`config.mk`:
```
export PLATFORM = sky130hd
export DESIGN_NAME = sat_cnt
export DESIGN_NICKNAME = d
export VERILOG_FILES = /design/src/rtl/sat_cnt.sv
export SDC_FILE = /design/constraint.sdc
export NUM_CORES = 1
export LEC_CHECK = 0
export ABC_AREA = 1
export CORE_AREA = 2 2 39 41
export DETAILED_ROUTE_END_ITERATION = 12
export DIE_AREA = 0 0 41 43
export SYNTH_ARGS = -nofsm -noshare
export SYNTH_HDL_FRONTEND = slang
export SYNTH_SLANG_ARGS = --single-unit
```
`constraint.sdc`:
```
create_clock -name CLK -period 1.59 [get_ports CLK]
set_input_delay 0.159 -clock CLK [delete_from_list [all_inputs] [get_ports CLK]]
set_output_delay 0.159 -clock CLK [all_outputs]
set_load 0.005 [all_outputs]
```
`src/rtl/sat_cnt.sv`:
```
// Saturating up-counter; holds at all-ones, synchronous clear takes priority over increment.
// Single cycle update, no backpressure.
module sat_cnt #(
    parameter int WIDTH = 8
) (
    input  logic             CLK,
    input  logic             RST,
    input  logic             inc,
    input  logic             clr,
    output logic [WIDTH-1:0] value
);

    always_ff @(posedge CLK or negedge RST) begin
        if (!RST) begin
            value <= '0;
        end else if (clr) begin
            value <= '0;
        end else if (inc && (value != {WIDTH{1'b1}})) begin
            value <= value + 1'b1;
        end
    end

endmodule

```
Yosys cells after proc, flatten, opt, wreduce, memory -nomap -nowiden --
Cells that the tools add are included.
Cells by class: reductions and logical operators 2, eq/ne operators 1, multiplexer cells 2, $add $sub $neg 1
Operator list (count):
- 8-bit two-way mux | 2
- 8-bit by 1-bit adder with 8-bit output, second input constant | 1
- 8-bit inequality test, second input constant | 1
- 2-bit nonzero test | 1
- 1-bit logical AND | 1
Word-level totals: flip-flop bits (word level) 8, logic and storage cells 7, input bits 4

Longest topological paths before layout --
word-level depth 4, depth in mapped cells 9, depth with buffers taken out 9

Worst setup path before layout --
No wires, ideal clock.
path type reg-to-reg, start point register value[0], end point register value[7], data arrival time 1.160 ns, clock period less this slack 1.273 ns, setup slack 0.317 ns, stages on the path, launching flop included 8, path through dfrtp_1 ha_1 nand2_2 nor2_2 a21oi_1 nand3_1 nand2_1 inv_1
Between the ends: longest elaborated chain between the ends 3, elaborated cells between the ends (all ways) 6, those cells by class add/sub (1); eq/ne (1); mux (2); reduce/logical (2)
RTL lines:
- start: declaration | line 10 | output logic [WIDTH-1:0] value
- start signal: assignment | line 19 | value <= value + 1'b1;
- 8-bit by 1-bit adder with 8-bit output or 8-bit inequality test (tied branches) | line 19, 18
- 8-bit two-way mux or 1-bit logical AND (tied branches) | line 18 | end else if (inc && (value != {WIDTH{1'b1}})) begin
- 8-bit two-way mux or 2-bit nonzero test (tied branches)
Parallel ways exist; a longest one is shown, timed or not. The select of a mux whose other input is x is not followed. A chain may end at the register's enable or synchronous reset.

Worst setup path after layout --
start point register value[5], end point output port value[5]
No word-level cell between the ends.

==> flow_summary.toml <==
[cts]
clock_latency_ns = 0.25
postCtsSetupBuffers = 0
max-clock-path-buffers = 2
cts_tree = "yes"
postCtsHoldBufs = 0
cts.htree.levels = 1
cts_inserted_buffers = 3
post_cts_resize_count = 0
clock-sinks = 8
clkTransAtPathRegs_ns = 0.06
cts_root_buffer = "clkbuf_4"

[synth]
syn-cell-area_um2 = 511.7
synthSimpleGateAreaFrac = 0.3985
synth_seq_area_share = 0.3912
synth_xor_area_frac = 0
ys_ff_latch = 8
yosys_warnings = 0
synth_fa_ha_area_frac = 0.02445
synth_compound_area_frac = 0.09535
synth_fp_nets = 79
synth_cells = 74
yosysUniqueCellTypes = 15
synth.area.mux_share = 0
syn_area_per_cell_um2 = 6.915
synth_top_family_by_area = "simple AND/OR/NAND/NOR gates"

[global_routing]
grt_pass1_wl_mm = 2.042
grt_util_all_layers = 0.1724
antenna_found_initial = 0
grt_overflow_total = 0
grt_pass1_vias = 462
grt_max_degree = 9

[detailed_routing]
finalWirelength_mm = 1.130
num_vias = 510
wl_met2_um = 513
met3_length_um = 52
top_layer = "met3"
post_drt_via_cell_ratio = 4.857
post-route-drc-count = 0
antenna_left = 0
dr.first_iter.drc_count = 19
wl_per_cell_um = 10.76
wl_met1_um = 564
drtPass1Iterations = 4

[finish]
stdcell_count = 105
final_common_cell = "nand2_1"
area_growth_pct = 31.30
utilization = 0.4855
largest_register_ff_count = 8
layout_common_cells = "nand2_1 (25), clkdlybuf4s50_1 (11), inv_1 (10)"
stdcell_area_um2 = 671.9
nets = 96
max_flop_register = "value"
drive_gt1_frac = 0.1236
reg.largest.list = "value: 8 flops"
insertedDiodeCount = 0

[die]
core-area_mm2 = 0.001384
start_util = 0.3698
die_h_um = 43
dieArea_mm2 = 0.001763
ios = 12
die-width_um = 41
core.rowCount = 14

[worst_setup_path]
crit_path_end_kind = "primary output"
arrival_ns = 1.26
critPathKind = "register to primary output"
cp_max_fo = 7
cp-start-kind = "register"
path_cells = "clkdlybuf4s50_1"
worst-path-buf-inv = 1
crit_family = "buffers and inverters"
max_stage_delay_ns = 0.54
cp_slowest_cell = "clkdlybuf4s50_1"
critPathRequiredTime_ns = 1.43

[job]
drv_cap = 0

[placed_design]
dpl.cell_count = 102
dpl.hpwl_um = 878
port_buffers = 11
gp_congestion = 0.8297
post_dp_cell_area_um2 = 649.4
dp_slack_ns = 0.2155

[hold_path]
hp-class = "input port to asynchronous set/reset pin"

[sta]
worstMarginPinSlew_ns = 0.4062
hold_viol = 0
fin_ws_ns = 0.1744
slew_violations = 0
maxSlewHeadroom = 0.7283
fin_crit_ns = 1.416
fmaxAchievable_mhz = 706.4
post-route-period-util = 0.8903
rsz0062_at_grt = "false"
fin_setup_tns_ns = 0
hold_slack_ns = 0.1992
setup_viol = 0
finClkSkew_ns = 0.0003424

[power]
power_uw = 459.4
powerDensity_mw_per_mm2 = 683.8
ir_drop_mv = 0.3155
leakagePower_nw = 0.3187

[outcome]
status = "completed"
## synth_stat cells
cell type   n  share of area
o21bai_1    2          0.029
ha_1        1          0.024
inv_1      10          0.073
a21oi_1     4          0.039
dfrtp_1     8           0.39
nand3_1     9          0.088
nor2_1      5          0.037
o21ai_1     1         0.0098
nor3_1      2          0.020
a21oi_2     1          0.017
clkinv_4    1          0.017
nand2_2     2          0.024
nand2_4     1          0.022
nor2_2      2          0.024
nand2_1    25           0.18
## worst paths after layout
check	from	end	slack, ns	cells after the start
worst max-delay path	value[5]	value[5]	0.17	1
worst min-delay path	RST	value[2]	0.20	1
worst max register to register	value[1]	value[7]	0.18	7
worst min register to register	value[6]	value[6]	0.55	2
max in group asynchronous	RST	value[6]	1.11	1
min in group CLK	value[6]	value[6]	0.55	2
## report_power, final
group | switching (mW) | leakage [nW] | total, mW | internal, mW
sequential | 0.0125 | 0.108 | 0.225 | 0.212
combinational | 0.0338 | 0.197 | 0.0699 | 0.0361
clock | 0.0777 | 0.0138 | 0.165 | 0.0870
total | 0.124 | 0.319 | 0.459 | 0.335
## final cells by class
type / count / area, µm²
fill: 141 / 711.9
inverter: 11 / 46.29
multi-input combinational: 55 / 265.3
sequential: 8 / 200.2
tap: 16 / 20.02
clock buffer: 3 / 22.52
timing repair buffer: 12 / 117.6
## routing by layer
layer  up-vias  global-route usage
li1        266                   -
met1       232              0.2658
met2        12              0.2250
met3         0             0.04712
met4         0             0.06000
met5         -                   0
## logic make-up after synthesis
| group | Yosys count |
|---|---|
| flops | 8 |
| compound gates | 8 |
| fa+ha+maj | 1 |
| buf+inv | 11 |
| simple gates | 46 |
Note: power is estimated with default switching activity, not from simulation.
